$ cat src/rtl/spmv_csr_fetch_if.sv
// Memory-side read bus of the SpMV CSR operand fetcher: value/col_idx port plus vector port.
// The fetcher drives the master modport; the backing memories sit on the slave modport.
interface spmv_csr_fetch_if #(
  parameter int DATA_W = 16,
  parameter int ADDR_W = 8,
  parameter int VEC_AW = 4
);
  logic              o_val_ren;
  logic [ADDR_W-1:0] o_val_addr;
  logic [DATA_W-1:0] i_val_rdata;
  logic [VEC_AW-1:0] i_col_rdata;
  logic              o_vec_ren;
  logic [VEC_AW-1:0] o_vec_addr;
  logic [DATA_W-1:0] i_vec_rdata;

  modport master (
    output o_val_ren, o_val_addr, o_vec_ren, o_vec_addr,
    input  i_val_rdata, i_col_rdata, i_vec_rdata
  );

  modport slave (
    input  o_val_ren, o_val_addr, o_vec_ren, o_vec_addr,
    output i_val_rdata, i_col_rdata, i_vec_rdata
  );
endinterface

$ cat src/rtl/spmv_csr_fetch.sv
// CSR nonzero walker: fetches value/col_idx then vector[col], presenting one operand pair per slot.
// Optional cycle counter output o_cycle_cnt is enabled by defining SPMV_FETCH_PERF_EN.
module spmv_csr_fetch #(
  parameter int DATA_W      = 16,
  parameter int ADDR_W      = 8,
  parameter int VEC_AW      = 4,
  parameter int SLOT_CYCLES = 4
) (
  input  logic                i_clk,
  input  logic                i_rstn,
  input  logic                i_start,
  input  logic [7:0]          i_nnz,
  spmv_csr_fetch_if.master    mem,
  output logic                o_core_start,
  output logic [DATA_W-1:0]   o_data_A,
  output logic [DATA_W-1:0]   o_data_B,
  output logic [7:0]          o_count,
  output logic                o_busy,
  output logic                o_done
`ifdef SPMV_FETCH_PERF_EN
  ,
  output logic [15:0]         o_cycle_cnt
`endif
);

  // Phase counter is shared by PRIME (fixed 4 cycles) and RUN (SLOT_CYCLES cycles).
  localparam int PW = (SLOT_CYCLES > 4) ? $clog2(SLOT_CYCLES) : 2;
  localparam logic [PW-1:0] SLOT_LAST  = PW'(SLOT_CYCLES - 1);
  localparam logic [PW-1:0] PRIME_LAST = PW'(3);

  typedef enum logic [1:0] {S_IDLE, S_PRIME, S_RUN, S_DONE} state_t;

  state_t            state, state_nx;
  logic [PW-1:0]     phase;
  logic [7:0]        nnz_q;
  logic [7:0]        count_nx;
  logic [ADDR_W-1:0] fetch_idx;
  logic [VEC_AW-1:0] vec_addr_q;
  logic [DATA_W-1:0] stg_val, stg_vec;
  logic              core_start_q;
  logic              accept, more, slot_end, f0, f1, f2, present;

  // State register
  always_ff @(posedge i_clk or negedge i_rstn) begin
    if (!i_rstn) state <= S_IDLE;
    else         state <= state_nx;
  end

  // Next-state logic
  always_comb begin
    state_nx = state;
    unique case (state)
      S_IDLE:  if (i_start) state_nx = (i_nnz == 8'd0) ? S_DONE : S_PRIME;
      S_PRIME: if (phase == PRIME_LAST) state_nx = S_RUN;
      S_RUN:   if (slot_end && !more) state_nx = S_DONE;
      S_DONE:  state_nx = S_IDLE;
      default: state_nx = S_IDLE;
    endcase
  end

  // Output / strobe decode
  // NOTE: every strobe gets a default before the case so no path leaves it unassigned (no latch).
  always_comb begin
    accept   = 1'b0;
    f0       = 1'b0;
    f1       = 1'b0;
    f2       = 1'b0;
    present  = 1'b0;
    slot_end = 1'b0;
    more     = (o_count < nnz_q);
    unique case (state)
      S_IDLE:  accept = i_start;
      S_PRIME: begin
        f0      = (phase == PW'(0));
        f1      = (phase == PW'(1));
        f2      = (phase == PW'(2));
        present = (phase == PRIME_LAST);
      end
      S_RUN: begin
        slot_end = (phase == SLOT_LAST);
        f0       = more && (phase == PW'(0));
        f1       = more && (phase == PW'(1));
        f2       = more && (phase == PW'(2));
        present  = more && slot_end;
      end
      default: ;
    endcase
  end

  assign count_nx       = o_count + 8'd1;
  assign o_busy         = (state != S_IDLE);
  assign o_done         = (state == S_DONE);
  assign o_core_start   = core_start_q;
  assign mem.o_val_ren  = f0;
  assign mem.o_val_addr = fetch_idx;
  assign mem.o_vec_ren  = f1;
  // col_idx arrives in the F1 cycle itself, so it is forwarded straight to the vector port.
  assign mem.o_vec_addr = f1 ? mem.i_col_rdata : vec_addr_q;

  // NOTE: sequential state uses non-blocking assignments so all registers update from pre-edge values.
  always_ff @(posedge i_clk or negedge i_rstn) begin
    if (!i_rstn) begin
      phase        <= '0;
      nnz_q        <= '0;
      fetch_idx    <= '0;
      vec_addr_q   <= '0;
      stg_val      <= '0;
      stg_vec      <= '0;
      core_start_q <= 1'b0;
      o_data_A     <= '0;
      o_data_B     <= '0;
      o_count      <= '0;
    end else begin
      core_start_q <= (state == S_PRIME) && present;
      if (accept) begin
        nnz_q     <= i_nnz;
        o_count   <= '0;
        fetch_idx <= '0;
        phase     <= '0;
      end else if (state == S_PRIME) begin
        phase <= (phase == PRIME_LAST) ? '0 : phase + PW'(1);
      end else if (state == S_RUN) begin
        phase <= slot_end ? '0 : phase + PW'(1);
      end

      if (f1) begin
        stg_val    <= mem.i_val_rdata;
        vec_addr_q <= mem.i_col_rdata;
      end
      if (f2) stg_vec <= mem.i_vec_rdata;

      if (present) begin
        // With SLOT_CYCLES=3 the prefetch F2 lands on the hand-over edge; bypass the staging reg.
        o_data_A <= f2 ? mem.i_vec_rdata : stg_vec;
        o_data_B <= stg_val;
        o_count  <= count_nx;
        if (count_nx < nnz_q) fetch_idx <= ADDR_W'(count_nx);
      end
    end
  end

`ifdef SPMV_FETCH_PERF_EN
  always_ff @(posedge i_clk or negedge i_rstn) begin
    if (!i_rstn)                                 o_cycle_cnt <= '0;
    else if (accept)                             o_cycle_cnt <= '0;
    else if (o_busy && o_cycle_cnt != 16'hFFFF)  o_cycle_cnt <= o_cycle_cnt + 16'd1;
  end
`endif

endmodule

$ cat src/flat_wrapper.sv
// flat-port wrapper written by rule: the top's interface ports become plain ports
module spmv_csr_fetch_flat 
#(
  parameter int DATA_W      = 16,
  parameter int ADDR_W      = 8,
  parameter int VEC_AW      = 4,
  parameter int SLOT_CYCLES = 4
)
  (i_clk, i_rstn, i_start, i_nnz, o_core_start, o_data_A, o_data_B, o_count, o_busy, o_done, mem_o_val_ren, mem_o_val_addr, mem_o_vec_ren, mem_o_vec_addr, mem_i_val_rdata, mem_i_col_rdata, mem_i_vec_rdata);
  spmv_csr_fetch_if #(.DATA_W(DATA_W), .ADDR_W(ADDR_W), .VEC_AW(VEC_AW)) mem_i ();
  input  logic i_clk;
  input  logic i_rstn;
  input  logic i_start;
  input  logic [7:0] i_nnz;
  output logic o_core_start;
  output logic [DATA_W-1:0] o_data_A;
  output logic [DATA_W-1:0] o_data_B;
  output logic [7:0] o_count;
  output logic o_busy;
  output logic o_done;
  output wire logic [$bits(mem_i.o_val_ren)-1:0] mem_o_val_ren;
  output wire logic [$bits(mem_i.o_val_addr)-1:0] mem_o_val_addr;
  output wire logic [$bits(mem_i.o_vec_ren)-1:0] mem_o_vec_ren;
  output wire logic [$bits(mem_i.o_vec_addr)-1:0] mem_o_vec_addr;
  input wire logic [$bits(mem_i.i_val_rdata)-1:0] mem_i_val_rdata;
  input wire logic [$bits(mem_i.i_col_rdata)-1:0] mem_i_col_rdata;
  input wire logic [$bits(mem_i.i_vec_rdata)-1:0] mem_i_vec_rdata;
  assign mem_o_val_ren = mem_i.o_val_ren;
  assign mem_o_val_addr = mem_i.o_val_addr;
  assign mem_o_vec_ren = mem_i.o_vec_ren;
  assign mem_o_vec_addr = mem_i.o_vec_addr;
  assign mem_i.i_val_rdata = mem_i_val_rdata;
  assign mem_i.i_col_rdata = mem_i_col_rdata;
  assign mem_i.i_vec_rdata = mem_i_vec_rdata;
  spmv_csr_fetch #(.DATA_W(DATA_W), .ADDR_W(ADDR_W), .VEC_AW(VEC_AW), .SLOT_CYCLES(SLOT_CYCLES)) u_core (.i_clk(i_clk), .i_rstn(i_rstn), .i_start(i_start), .i_nnz(i_nnz), .mem(mem_i), .o_core_start(o_core_start), .o_data_A(o_data_A), .o_data_B(o_data_B), .o_count(o_count), .o_busy(o_busy), .o_done(o_done));
endmodule
$ cat config.mk
export PLATFORM = sky130hd
export DESIGN_NAME = spmv_csr_fetch_flat
export DESIGN_NICKNAME = d
export VERILOG_FILES = /design/src/rtl/spmv_csr_fetch_if.sv /design/src/rtl/spmv_csr_fetch.sv /design/src/flat_wrapper.sv
export SDC_FILE = /design/constraint.sdc
export NUM_CORES = 1
export LEC_CHECK = 0
export CORE_ASPECT_RATIO = 1.75
export CORE_UTILIZATION = 30
export CTS_BUF_LIST = sky130_fd_sc_hd__clkbuf_8
export CTS_CLUSTER_DIAMETER = 200
export CTS_CLUSTER_SIZE = 20
export DETAILED_ROUTE_END_ITERATION = 10
export PLACE_DENSITY_LB_ADDON = 0.1
export SLEW_MARGIN = 5
export SYNTH_ARGS = -nofsm -noshare
export SYNTH_HDL_FRONTEND = slang
export SYNTH_SLANG_ARGS = --single-unit
$ cat constraint.sdc
create_clock -name i_clk -period 7.44 [get_ports i_clk]
set_input_delay 1.86 -clock i_clk [delete_from_list [all_inputs] [get_ports i_clk]]
set_output_delay 1.86 -clock i_clk [all_outputs]
set_load 0.005 [all_outputs]
### Word level (Yosys, flattened, before mapping)

Cells that the tools add are included.

* bits in registers: 97
* input port bits: 47

* reductions and logical operators: 14
* equal/unequal tests: 9
* multiplexer cells: 23
* $lt $le $gt $ge: 2
* add/subtract/negate cells: 2

Operators by type and width (count)
* $mux W8: 5
* $mux W2: 9
* $lt A8 B8 Y1: 2
* $mux W16: 1
* $add A8 B1 Y8 const B: 1
* $eq A2 B2 Y1 const B: 4
* $logic_not A8 Y1: 1
* $pmux W1 S2: 4
* $pmux W2 S4: 1
* $logic_and A1 B1 Y1: 6
* $eq A2 B1 Y1 const B: 2
* $logic_not A2 Y1: 2
* $mux W4: 1
* $ne A2 B1 Y1 const B: 2
* $reduce_bool A2 Y1: 2
* $reduce_and A3 Y1: 1
* $reduce_bool A3 Y1: 1
* $add A2 B1 Y2 const B: 1
* $mux W1: 2
* $ne A2 B2 Y1 const B: 1
* $logic_not A1 Y1: 1

### Logic depth before layout (Yosys ltp)

* depth in word-level cells: 6
* gate-level depth with buffers: 11
* gate-level depth less buffers: 11

### Worst setup path after synthesis

Ideal clock, no wire load.

* kind: register to output
* start point: register u_core.o_count[6]
* end point: output mem_o_vec_addr[0]
* path buffers: 1
* path slack: 3.409 ns
* data required time: 5.580 ns
* cell stages (with the launch flop): 8
* arrival time: 2.171 ns
* cells stage by stage: dfrtp_1 -> ha_1 -> a21o_2 -> a221oi_2 -> o32a_2 -> and3_2 -> buf_6 -> mux2_2

* word-level cells in the longest chain between the ends: 4

Ends and longest elaborated chain
* start: declaration: RTL line spmv_csr_fetch.sv:17 `output logic [7:0] o_count,`
* start signal: assignment: RTL line spmv_csr_fetch.sv:136 `o_count <= count_nx;`
* $lt A8 B8 Y1: RTL line spmv_csr_fetch.sv:70 `more = (o_count < nnz_q);`
* $logic_and A1 B1 Y1: RTL line spmv_csr_fetch.sv:82 `f1 = more && (phase == PW'(1));`
* $pmux W1 S2: RTL line spmv_csr_fetch.sv:71 `unique case (state)`
* net mem_o_vec_ren: RTL line flat_wrapper.sv:23 `output wire logic [$bits(mem_i.o_vec_ren)-1:0] mem_o_vec_ren;`
* $mux W4
* end: declaration: RTL line flat_wrapper.sv:24 `output wire logic [$bits(mem_i.o_vec_addr)-1:0] mem_o_vec_addr;`

The timed path passes the listed nets, and every way through them passes these cells.

### Worst setup path in the final report

* start point: register u_core.o_count[6]
* end point: output mem_o_vec_addr[0]

* word-level cells in the longest chain between the ends: 4

Ends and longest elaborated chain (RTL line)
* $lt A8 B8 Y1: spmv_csr_fetch.sv:70
* $logic_and A1 B1 Y1: spmv_csr_fetch.sv:82
* $pmux W1 S2: spmv_csr_fetch.sv:71
* $mux W4

No other way between the ends.

==> impl_results.md <==
- Die X: about 97 um
- VDD IR max: roughly 130 uV
- Setup TNS: 0 ns
- CTS Sinks: 97
- Initial antenna violation count: 0
- # rows: 60
- Most frequent cells in the layout: clkdlybuf4s50_1 (102), dfrtp_1 (97), mux2_2 (61), mux2_4 (32), ha_1 (24)
- Cts hold-fix bufs: 0
- WS Path Type: reg -> out
- Critical Path End Type: output pin
- Diode count: 0
- Area Growth Syn to Fin: 27.1%
- Post-route setup slack: roughly 2.2 ns
- Synth Flop Type: dfrtp_1
- Syn_nets: 407
- EDFF count, synth: 0
- Cell variety after synth: 41
- CP Max Fanout: 21
- Hold WC Path Type: reg -> reg
- Commonest non-fill, non-tap cell in the layout: clkdlybuf4s50_1
- DRC viols: 0
- DR vias/cell: between 4 and 5
- Time the worst path needs with I/O delays and setup: 5.26 ns
- Fmax: between 150 and 200 MHz
- DP Worst Slack: 2.54 ns
- Mapped Area: around 4800 um2
- Resized cells post-CTS: 0
- DP Area: 5860 um2
- H-tree levels: 3
- Port bufs: approximately 100
- Mapped Cells: 336
- Gpl congestion: between 0.7 and 0.8
- Final HPWL DP: roughly 7500 um
- CP arrival: approximately 3.4 ns
- Setup-failing EPs final: 0
- Flops & latches, synth: 97
- Unrepaired setup endpoints after global routing: false
- First-pass GRT wire length: around 17000 um
- Leakage: roughly 2.7 nW
- 1st-iter DRT viols: between 40 and 50
- Placed insts: 613
- Global route overflow: 0
- Max Slew Vio Count: 0
- Post-Layout Inst Area: a little over 6000 um2
- Fin crit share: 0.707
- Yosys warning count: 0
- Critical Path Start Type: flip-flop
- Routed WL per cell: around 17 um
- # nets final: 509
- Run status: finished, final reports clean
- Slew HR: 0.351
- Fraction of layout instances using a drive strength above 1: 0.275
- TritonCTS clock tree: built
- Ys async rst share: 1.00
- # IOs: ~100
- GRT Overall Usage: 0.135
- Req. time, crit path: about 5.6 ns
- Clk_lat worst skew: approximately 0.37 ns
- Initial Util: 0.308
- Pin count of the biggest net entering global routing: slightly below 70
- CTS Buffer Depth: 2
- # Post-CTS Setup Buffers: 0
- Average size of a mapped cell: 14.2 um2
- Die H: between 150 and 200 um
- Max Cap Violations: 0
- Worst Max-Slew Pin Slew: between 0.9 and 1 ns
- Layout Skew: between 0.01 and 0.015 ns
- Finished Core Util: 0.391
- PwrDens: around 350 nW/um2
- Routed vias: roughly 2.9k
- Routed WL: 10700 um
- Final Hold Viols: 0
- Post-Layout Cell Count: between 600 and 700
- Core area: about 15000 um2
- Register area share after synthesis: 0.510
- Num CTS Buffers: 9
- Root Buffer: clkbuf_8
- Antenna Violating Nets Remaining: 0
- Clk slew on worst S/H paths: 0.11 ns
- Drt pass-1 iters: 4
- Vias in the first global route: 3157
- DIE AREA: between 15000 and 20000 um2
-- path summary, 6_finish.rpt --
check	slack (ns)	end	cells after the start	startpoint
max	2.18	mem_o_vec_addr[0]	7	u_core.o_count[6]$_DFFE_PN0P_
min	0.51	u_core.vec_addr_q[3]$_DFF_PN0_	1	u_core.vec_addr_q[3]$_DFF_PN0_
max reg2reg	4.34	u_core.mem.o_val_addr[3]$_DFF_PN0_	11	u_core.o_count[0]$_DFFE_PN0P_
min reg2reg	0.51	u_core.vec_addr_q[3]$_DFF_PN0_	1	u_core.vec_addr_q[3]$_DFF_PN0_
max in group asynchronous	4.79	u_core.mem.o_val_addr[5]$_DFF_PN0_	2	i_rstn
min in group asynchronous	1.39	u_core.o_data_A[11]$_DFFE_PN0P_	1	i_rstn
-- cell type report --
| type | instances | area [um2] |
|---|---|---|
| clock buffers | 9 | 124 |
| flip-flops and latches | 97 | 2430 |
| repair buffers | 104 | 1040 |
| clock inverters | 7 | 62.6 |
| inverters | 21 | 78.8 |
| fillers | 1507 | 9420 |
| multi-input cells | 205 | 2090 |
| well taps | 186 | 233 |
-- through the flow --
step                      hold WS, ns  power, mW
final                           0.511       2.13
after global routing            0.525       2.29
after CTS                       0.512       2.17
after detailed placement        0.489       1.82
after global placement          0.483       1.80
after floorplan                 0.475       1.47
-- cells by family (layout without fill, tap and decap cells) --
| family | after synthesis | count (layout) | synth area share |
|---|---|---|---|
| flip-flops | 97 | 97 | 0.510 |
| adder cells (fa/ha/maj) | 24 | 24 | 0.0631 |
| XOR/XNOR | 6 | 6 | 0.0110 |
| multiplexers | 111 | 111 | 0.283 |
| buffers and inverters | 34 | 141 | 0.0510 |
| AO/OA/AOI/OAI | 16 | 16 | 0.0281 |
| AND/OR/NAND/NOR | 48 | 48 | 0.0531 |
-- state kept, by name (all words and copies together) (netlist names) --
name,flops
u_core.phase,2
u_core.o_count,8
u_core.o_data_B,16
u_core.vec_addr_q,4
u_core.stg_val,16
u_core.o_core_start,1
u_core.nnz_q,8
u_core.stg_vec,16
u_core.state,2
u_core.mem.o_val_addr,8
u_core.o_data_A,16
-- cells in the mapped netlist (2+ instances only) --
cell | number | area, um2
buf_12 | 4 | 80.1
buf_6 | 4 | 45.0
clkbuf_1 | 2 | 7.51
mux2_2 | 61 | 687
a21oi_1 | 2 | 10.0
xnor2_1 | 3 | 26.3
mux2i_1 | 18 | 180
nand2_1 | 23 | 86.3
mux2_4 | 32 | 480
nor4_1 | 2 | 12.5
nand3_1 | 5 | 25.0
o211ai_1 | 2 | 15.0
xor2_1 | 3 | 26.3
inv_1 | 21 | 78.8
ha_1 | 24 | 300
nor2_1 | 6 | 22.5
dfrtp_1 | 97 | 2430
and3_2 | 4 | 30.0
-- routing by layer --
metal / share of wire / track usage / vias to the layer above
met5: 0 / 0 / -
met4: 0.023 / 0.0565 / 0
met3: 0.040 / 0.0330 / 15
met2: 0.53 / 0.238 / 72
met1: 0.41 / 0.156 / 1474
li1: - / - / 1369
-- critical path, cell delays in order, from the launching register on --
cell and delay, ns:
dfrtp_1 0.45, ha_1 0.33, a21o_2 0.22, a221oi_2 0.31, o32a_2 0.28, and3_2 0.57
mux2_2 0.41, clkdlybuf4s50_1 0.45
-- power by group --
part | internal [mW] | switching [mW] | leakage, nW
Clock | 0.130 | 0.211 | 0.0970
Combinational | 0.581 | 0.351 | 1.41
Sequential | 0.741 | 0.120 | 1.20
Note: power is estimated with default switching activity, not from simulation.
